--- src/rtl/uart_pkg.sv ---
// -----------------------------------------------------------------------------
// uart_pkg
// Shared constants for the UART receive path and the CPU core.
//   BYTE_W          : width of a UART character.
//   UART_BIT_PERIOD : clocks per bit at 12 MHz / 9600 baud.
//   RX_FIFO_DEPTH   : default depth of the receive byte FIFO.
//   CR, SP          : ASCII codes the CPU compare logic matches against.
// -----------------------------------------------------------------------------
package uart_pkg;

  localparam int BYTE_W          = 8;
  localparam int UART_BIT_PERIOD = 1250;
  localparam int RX_FIFO_DEPTH   = 16;

  localparam logic [BYTE_W-1:0] CR = 8'h0D;
  localparam logic [BYTE_W-1:0] SP = 8'h20;

endpackage : uart_pkg

--- src/rtl/uart_rx_fifo.sv ---
// -----------------------------------------------------------------------------
// uart_rx_fifo
// Byte FIFO between the UART receiver and the CPU IN-instruction path.
// Upstream it drains the receiver with a level-ready / pulse-ack handshake;
// downstream it presents first-word-fall-through data with the same style.
//
// Parameters:
//   DEPTH  : number of byte entries, power of two, 2..256.
//   ADDR_W : pointer width, derived from DEPTH.
//
// Ports:
//   clk, rst_n : system clock, asynchronous active-low reset.
//   up_ready   : receiver holds a byte (level, held until acked).
//   up_data    : receiver byte, valid while up_ready is high.
//   up_ack     : registered one-cycle pulse consuming the receiver byte.
//   dn_ready   : FIFO non-empty, dn_data is valid.
//   dn_data    : head byte (first-word-fall-through).
//   dn_ack     : one-cycle pulse from the CPU popping the head.
//   flush      : synchronous clear of contents and overrun state.
//   ovr_clr    : clears the sticky overrun flag.
//   level      : current entry count, 0..DEPTH.
//   overrun    : sticky, a byte was dropped because the FIFO was full.
//   ovr_cnt    : saturating dropped-byte count (only with the macro below).
//
// Build option:
//   UART_RX_FIFO_OVR_CNT_EN : when defined, adds the ovr_cnt output.
// -----------------------------------------------------------------------------
module uart_rx_fifo
  import uart_pkg::*;
#(
  parameter  int DEPTH  = RX_FIFO_DEPTH,
  localparam int ADDR_W = $clog2(DEPTH)
) (
  input  logic              clk,
  input  logic              rst_n,
  input  logic              up_ready,
  input  logic [BYTE_W-1:0] up_data,
  output logic              up_ack,
  output logic              dn_ready,
  output logic [BYTE_W-1:0] dn_data,
  input  logic              dn_ack,
  input  logic              flush,
  input  logic              ovr_clr,
  output logic [ADDR_W:0]   level,
  output logic              overrun
`ifdef UART_RX_FIFO_OVR_CNT_EN
  ,
  output logic [7:0]        ovr_cnt
`endif
);

  localparam logic [ADDR_W:0] FULL_LEVEL = (ADDR_W+1)'(DEPTH);

  logic [BYTE_W-1:0] mem [DEPTH];
  logic [ADDR_W-1:0] wr_ptr;
  logic [ADDR_W-1:0] rd_ptr;

  logic push;
  logic full;
  logic pop;
  logic store;
  logic drop;

  // The receiver lowers up_ready one cycle after our ack, so a byte is only
  // taken while no ack is outstanding; otherwise it would be captured twice.
  assign push  = up_ready & ~up_ack;
  assign full  = (level == FULL_LEVEL);
  assign pop   = dn_ack & (level != '0);
  // A full FIFO still accepts a byte when the head is popped in the same cycle.
  assign store = push & (~full | dn_ack);
  assign drop  = push & full & ~dn_ack;

  assign dn_ready = (level != '0);
  assign dn_data  = mem[rd_ptr];

  // NOTE: sequential state uses non-blocking assignments so every register
  // samples pre-edge values regardless of statement order.
  always_ff @(posedge clk or negedge rst_n) begin
    if (!rst_n) begin
      up_ack  <= 1'b0;
      wr_ptr  <= '0;
      rd_ptr  <= '0;
      level   <= '0;
      overrun <= 1'b0;
    end else begin
      // Every push condition is acked, even when the byte is discarded.
      up_ack <= push;
      if (flush) begin
        wr_ptr  <= '0;
        rd_ptr  <= '0;
        level   <= '0;
        overrun <= 1'b0;
      end else begin
        // Pointers wrap naturally because DEPTH is a power of two.
        if (store) wr_ptr <= wr_ptr + 1'b1;
        if (pop)   rd_ptr <= rd_ptr + 1'b1;
        case ({store, pop})
          2'b10:   level <= level + 1'b1;
          2'b01:   level <= level - 1'b1;
          default: level <= level;
        endcase
        // A drop in the same cycle as ovr_clr keeps the flag set.
        if (drop)         overrun <= 1'b1;
        else if (ovr_clr) overrun <= 1'b0;
      end
    end
  end

  // NOTE: the storage array has no reset; its contents are only observable
  // once level says an entry is valid, and leaving it unreset keeps it a
  // plain register file.
  always_ff @(posedge clk) begin
    if (!flush && store) mem[wr_ptr] <= up_data;
  end

`ifdef UART_RX_FIFO_OVR_CNT_EN
  always_ff @(posedge clk or negedge rst_n) begin
    if (!rst_n) begin
      ovr_cnt <= '0;
    end else if (flush) begin
      ovr_cnt <= '0;
    end else if (drop) begin
      if (ovr_clr)                ovr_cnt <= 8'd1;
      else if (ovr_cnt != 8'hFF)  ovr_cnt <= ovr_cnt + 8'd1;
    end else if (ovr_clr) begin
      ovr_cnt <= '0;
    end
  end
`endif

endmodule : uart_rx_fifo

--- config.mk ---
export PLATFORM = sky130hd
export DESIGN_NAME = uart_rx_fifo
export DESIGN_NICKNAME = d
export VERILOG_FILES = /design/src/rtl/uart_pkg.sv /design/src/rtl/uart_rx_fifo.sv
export SDC_FILE = /design/constraint.sdc
export NUM_CORES = 1
export LEC_CHECK = 0
export ABC_AREA = 1
export CORE_ASPECT_RATIO = 0.7
export CORE_MARGIN = 2
export CORE_UTILIZATION = 45
export CTS_CLUSTER_SIZE = 14
export DETAILED_ROUTE_END_ITERATION = 16
export GPL_TIMING_DRIVEN = 0
export SYNTH_ARGS = -nofsm -noshare
export SYNTH_HDL_FRONTEND = slang
export SYNTH_SLANG_ARGS = --single-unit
--- constraint.sdc ---
create_clock -name clk -period 3.35 [get_ports clk]
set_input_delay 0.5025 -clock clk [delete_from_list [all_inputs] [get_ports clk]]
set_output_delay 0.5025 -clock clk [all_outputs]
set_load 0.05 [all_outputs]
; Yosys cells after proc, flatten, opt, wreduce, memory -nomap -nowiden
; Memories as Yosys holds them, arrays and structs flattened.
; Cells that the tools add are included.
[word_totals]
elab_cells = 40
regBits = 15
ramBits = 128
n_memories = 1
[mem_list]
columns = name, words, width, read_ports, rd_clocked_by_memory_dff, write_ports, line_no
row1 = mem, 16, 8, 1, 0, 1, uart_rx_fifo.sv:54  ; logic [BYTE_W-1:0] mem [DEPTH];
[op_classes]
muxes = 11
reduce_logical = 7
bitwise = 9
n_eq_ne = 3
n_addsub = 4
[op_table]
columns = op, count
row1 = $mux 4, 4
row2 = $pmux 5 s2, 1
row3 = $add 4x1->4 const B, 2
row4 = $reduce_bool 3->1, 2
row5 = $add 5x1->5 const B, 1
row6 = $and 1x1->1, 5
row7 = $eq 5x5->1 const B, 1
row8 = $mux 1, 5
row9 = $mux 5, 1
row10 = $reduce_bool 5->1, 1
row11 = $sub 5x1->5 const B, 1
row12 = $reduce_bool 2->1, 2
row13 = $not 1->1, 3
row14 = $eq 2x1->1 const B, 1
row15 = $eq 2x2->1 const B, 1
row16 = $logic_and 1x1->1, 1
row17 = $logic_not 1->1, 1
row18 = $or 1x1->1, 1

; Depth between registers and ports, before layout
[depth]
depth_word = 7
depth_mapped = 15
mapped_depth_nobuf = 14

; Worst setup path before layout
; No wires, ideal clock.
[synth_timing]
path_kind = reg-to-reg
startpoint = register level[1]
endpoint = register level[4]
setup_time_ns = 0.118
stages_incl_launch_ff = 12
setup_slack_ns = 1.247
path_buffers = 0
t_arrival_ns = 1.985
cell_sequence = dfrtp_1 -> nor2_2 -> nand3_4 -> nand3_4 -> inv_2 -> ha_1 -> inv_1 -> nor2_1 -> nor2_1 -> nand3b_1 -> nand3_1 -> nand2_1
[synth_lines]
columns = element, line_no
row1 = "start, declared", uart_rx_fifo.sv:44  ; output logic [ADDR_W:0] level,
row2 = "start signal, assigned", uart_rx_fifo.sv:98  ; 2'b10: level <= level + 1'b1;
row3 = "start signal, assigned", uart_rx_fifo.sv:99  ; 2'b01: level <= level - 1'b1;
row4 = "start signal, assigned", uart_rx_fifo.sv:100  ; default: level <= level;
row5 = $reduce_bool 5->1 *, --
row6 = named net dn_ready, uart_rx_fifo.sv:39  ; output logic dn_ready,
row7 = $and 1x1->1 *, uart_rx_fifo.sv:68  ; assign pop = dn_ack & (level != '0);
row8 = $eq 2x1->1 / $eq 2x2->1 (equally long branches), uart_rx_fifo.sv:97  ; case ({store, pop})
row9 = $pmux 5 s2, uart_rx_fifo.sv:97
row10 = $mux 5, uart_rx_fifo.sv:88  ; if (flush) begin
; Mark *: on every way through the listed nets, which the timed path passes. The rest lies on a longest branch.
; A chain may end at the register's enable or synchronous reset.

; Worst setup path in the final report
[layout_timing]
startpoint = register rd_ptr[0]
endpoint = output dn_data[4]
[layout_via]
elab_chain_cells = 1
[layout_lines]
columns = element, line_no
row1 = "start, declared", uart_rx_fifo.sv:56  ; logic [ADDR_W-1:0] rd_ptr;
row2 = "start signal, assigned", uart_rx_fifo.sv:96  ; if (pop) rd_ptr <= rd_ptr + 1'b1;
row3 = $mem_v2 16x8, --
row4 = "end, declared", uart_rx_fifo.sv:40  ; output logic [BYTE_W-1:0] dn_data,
; Every way passes these cells.

==> results.cfg <==
[setup_path]
critical_path_class = register to output port
cp_common_cell = buf_4
crit_path_max_fanout = 10
worst_setup_path_end_kind = output port
slowest_delay_ns = 0.52
startpoint_type = register
worstPathCellList = buf_4 > inv_2 > buf_4 > buf_2 > nor2_1 > o22ai_1 > o211ai_1 > nand2_1 > dlygate4sd2_1
cp.arrival_ns = 2.80
required_ns = 2.85
crit_slowest_cell = dlygate4sd2_1

[sta]
hold_slack_ns = 0.521
skew_ns = 0.0116
tightest_slew_ns = 0.948
grt_setup_unrepaired = false
maxSlewHeadroom = 0.365
max_freq_mhz = 303
period_share = 0.985
report.final.slew_viol_count = 0
min_period_ns = 3.30
setup_violations = 0
setup_tns_ns = 0
hold_viol = 0
worst_slack_ns = 0.0487

[placement]
dpl.hpwl_mm = 10.4
dp_slack_ns = 0.150
place_inst = 681
place.gp.congestion = 0.856
portBuffers = 29

[final_layout]
instances_no_fill = 713
syn_to_final_growth_pct = 18.0
antenna_cells = 0
drive_gt1_frac = 0.119
n_fill_cell = 1083
final_nets = 555

[cts]
cts_buffers = 17
insertion_delay_ns = 0.42
postCtsHoldBufs = 0
cts_tree = built
cts_buffer_depth = 2
clk_pin_slew_worst_paths_ns = 0.06
postCtsSetupRepairBufs = 0
cts_resized = 16
cts_htree_levels = 4
cts_root_buffer = clkbuf_16
cts_sinks = 143

[power]
totalPowerFinal_uw = 5480
vdd_drop_max_mv = 0.564
cellLeakagePower_uw = 0.00245
power_density_nw_per_um2 = 774

[floorplan]
ios = 30
dieWidth_um = 142
die_h_um = 101
start_util = 0.458
die_area_um2 = 14300
rows = 35
core_um2 = 13100

[routing]
via_per_inst = 5.80
post-route-drc-count = 0
dr.pass1.iters = 5
wl_per_cell_um = 21.9
ant_nets = 0
first_iter_violations = 491
via_count = 4137
postRouteWirelength_mm = 15.6

[grt]
grt_usage = 0.230
grt_max_degree = 17
grt_util_met1 = 0.341
grt_use_met2 = 0.326
grt_pass1_vias = 3911
gr-total-overflow = 0
grt_pass1_wl_mm = 23.5
antenna_found_initial = 0
grt_use_met3 = 0.0670
grt_busiest_layer = met1

[synth]
synth_area_um2 = 6000
yosysUniqueCellTypes = 34
syn_inst = 486
synthTopCellsByArea = edfxtp_1 64%, dfrtp_1 6.3%, nor2_1 5.4%
synth_top_area_frac = 0.641
synth_warnings = 0
ys_seq_area_frac = 0.703
synth_top_area_cell = edfxtp_1
ys_seq_elements = 143
syn_nets = 507
synth_area_per_cell_um2 = 12.3

[hold_path]
hp-class = primary input to asynchronous set/reset pin

[outcome]
status = completed

[flow_run]
drv_cap = 0
==> synthesized netlist by cell type <==
cell type	instances
buf_2	4
nand4_1	3
nor3_1	2
inv_1	16
buf_4	3
or2_0	1
dfrtp_1	15
clkinv_1	1
buf_6	1
inv_2	5
clkbuf_1	17
xor2_1	1
o21ai_1	20
o22ai_1	10
a22o_1	1
nand3b_1	1
nand3_4	2
a21oi_4	1
buf_1	1
o21ai_0	52
nand2_1	44
ha_1	7
nand2_2	1
nand3_2	1
a211oi_1	1
nor2_4	4
edfxtp_1	128
nor2_1	87
a21oi_1	4
nand2_4	1
nor2_2	1
nand3_1	18
o221ai_1	22
o211ai_1	10
==> routing by layer <==
metal | part of all wire | vias up
met5 | 0 | -
met4 | 0.011 | 0
met3 | 0.10 | 15
met2 | 0.44 | 206
met1 | 0.45 | 2029
li1 | - | 1887
==> stage by stage <==
stage,area [um2],utilization
after CTS,7090,0.541
after global routing,7080,0.541
final,7080,0.541
after global placement,6500,0.496
after floorplan,6000,-
after detailed placement,6500,0.496
==> path summary, 6_finish.rpt <==
check,slack (ns),endpoint,start,cells past startpoint
min in group clk,0.54,overrun,overrun,2
min,0.52,level[4],rst_n,1
max,0.05,dn_data[4],rd_ptr[0],9
max reg2reg,1.07,mem[7][2],up_ack,5
min reg2reg,0.54,overrun,overrun,2
max in group asynchronous,2.36,wr_ptr[1],rst_n,1
==> area by class of cell <==
cell class	count	area, um2	share of cell area
plain buffers	26	133	0.0187
flip-flops and latches	143	4220	0.596
multi-input cells	295	1580	0.223
repair buffers	29	269	0.0380
clock inverters	11	140	0.0198
well taps	166	208	0.0293
inverters	22	82.6	0.0117
clock buffers	21	450	0.0636
==> flip-flops by register name, summed over array words and instances, names as in the netlist <==
| register | flops |
|---|---|
| mem | 128 |
| level | 5 |
| rd_ptr | 4 |
| wr_ptr | 4 |
| overrun | 1 |
| up_ack | 1 |
==> power breakdown <==
part | switching [uW] | internal (uW) | leakage [uW] | total [uW]
clock | 719 | 1190 | 0.000291 | 1900
combinational | 1110 | 417 | 0.000806 | 1530
sequential | 61.4 | 1990 | 0.00135 | 2050
==> layout by cell type (no fill, tap or decap), drive strengths merged, types with 2 or more instances in the layout <==
cell type,n
clkinv,8
o21ai,72
nand3,21
buf,9
o211ai,10
clkdlybuf4s50,21
dfrtp,15
bufinv,3
clkbuf,41
o22ai,10
dlygate4sd2,5
nor3,2
nor2,92
edfxtp,128
a21oi,5
ha,7
nand2,46
inv,21
nand4,3
o221ai,22
==> cell families (layout without fill, tap and decap cells) <==
family | Yosys count | in the layout | share of synthesized area
compound gates | 121 | 121 | 0.124
fa+ha+maj | 7 | 7 | 0.0146
flops | 143 | 143 | 0.703
xor+xnor | 1 | 1 | 0.00146
buf+inv | 48 | 109 | 0.0340
simple gates | 166 | 166 | 0.123
==> critical path, delay by kind of cell (launching register included) <==
| kind | cells | cell delay (ns) |
|---|---|---|
| flip-flops | 1 | 0.43 |
| AO/OA/AOI/OAI | 2 | 0.54 |
| buffers and inverters | 5 | 1.24 |
| AND/OR/NAND/NOR | 2 | 0.15 |
No activity file was read; power rests on OpenSTA's default activity.
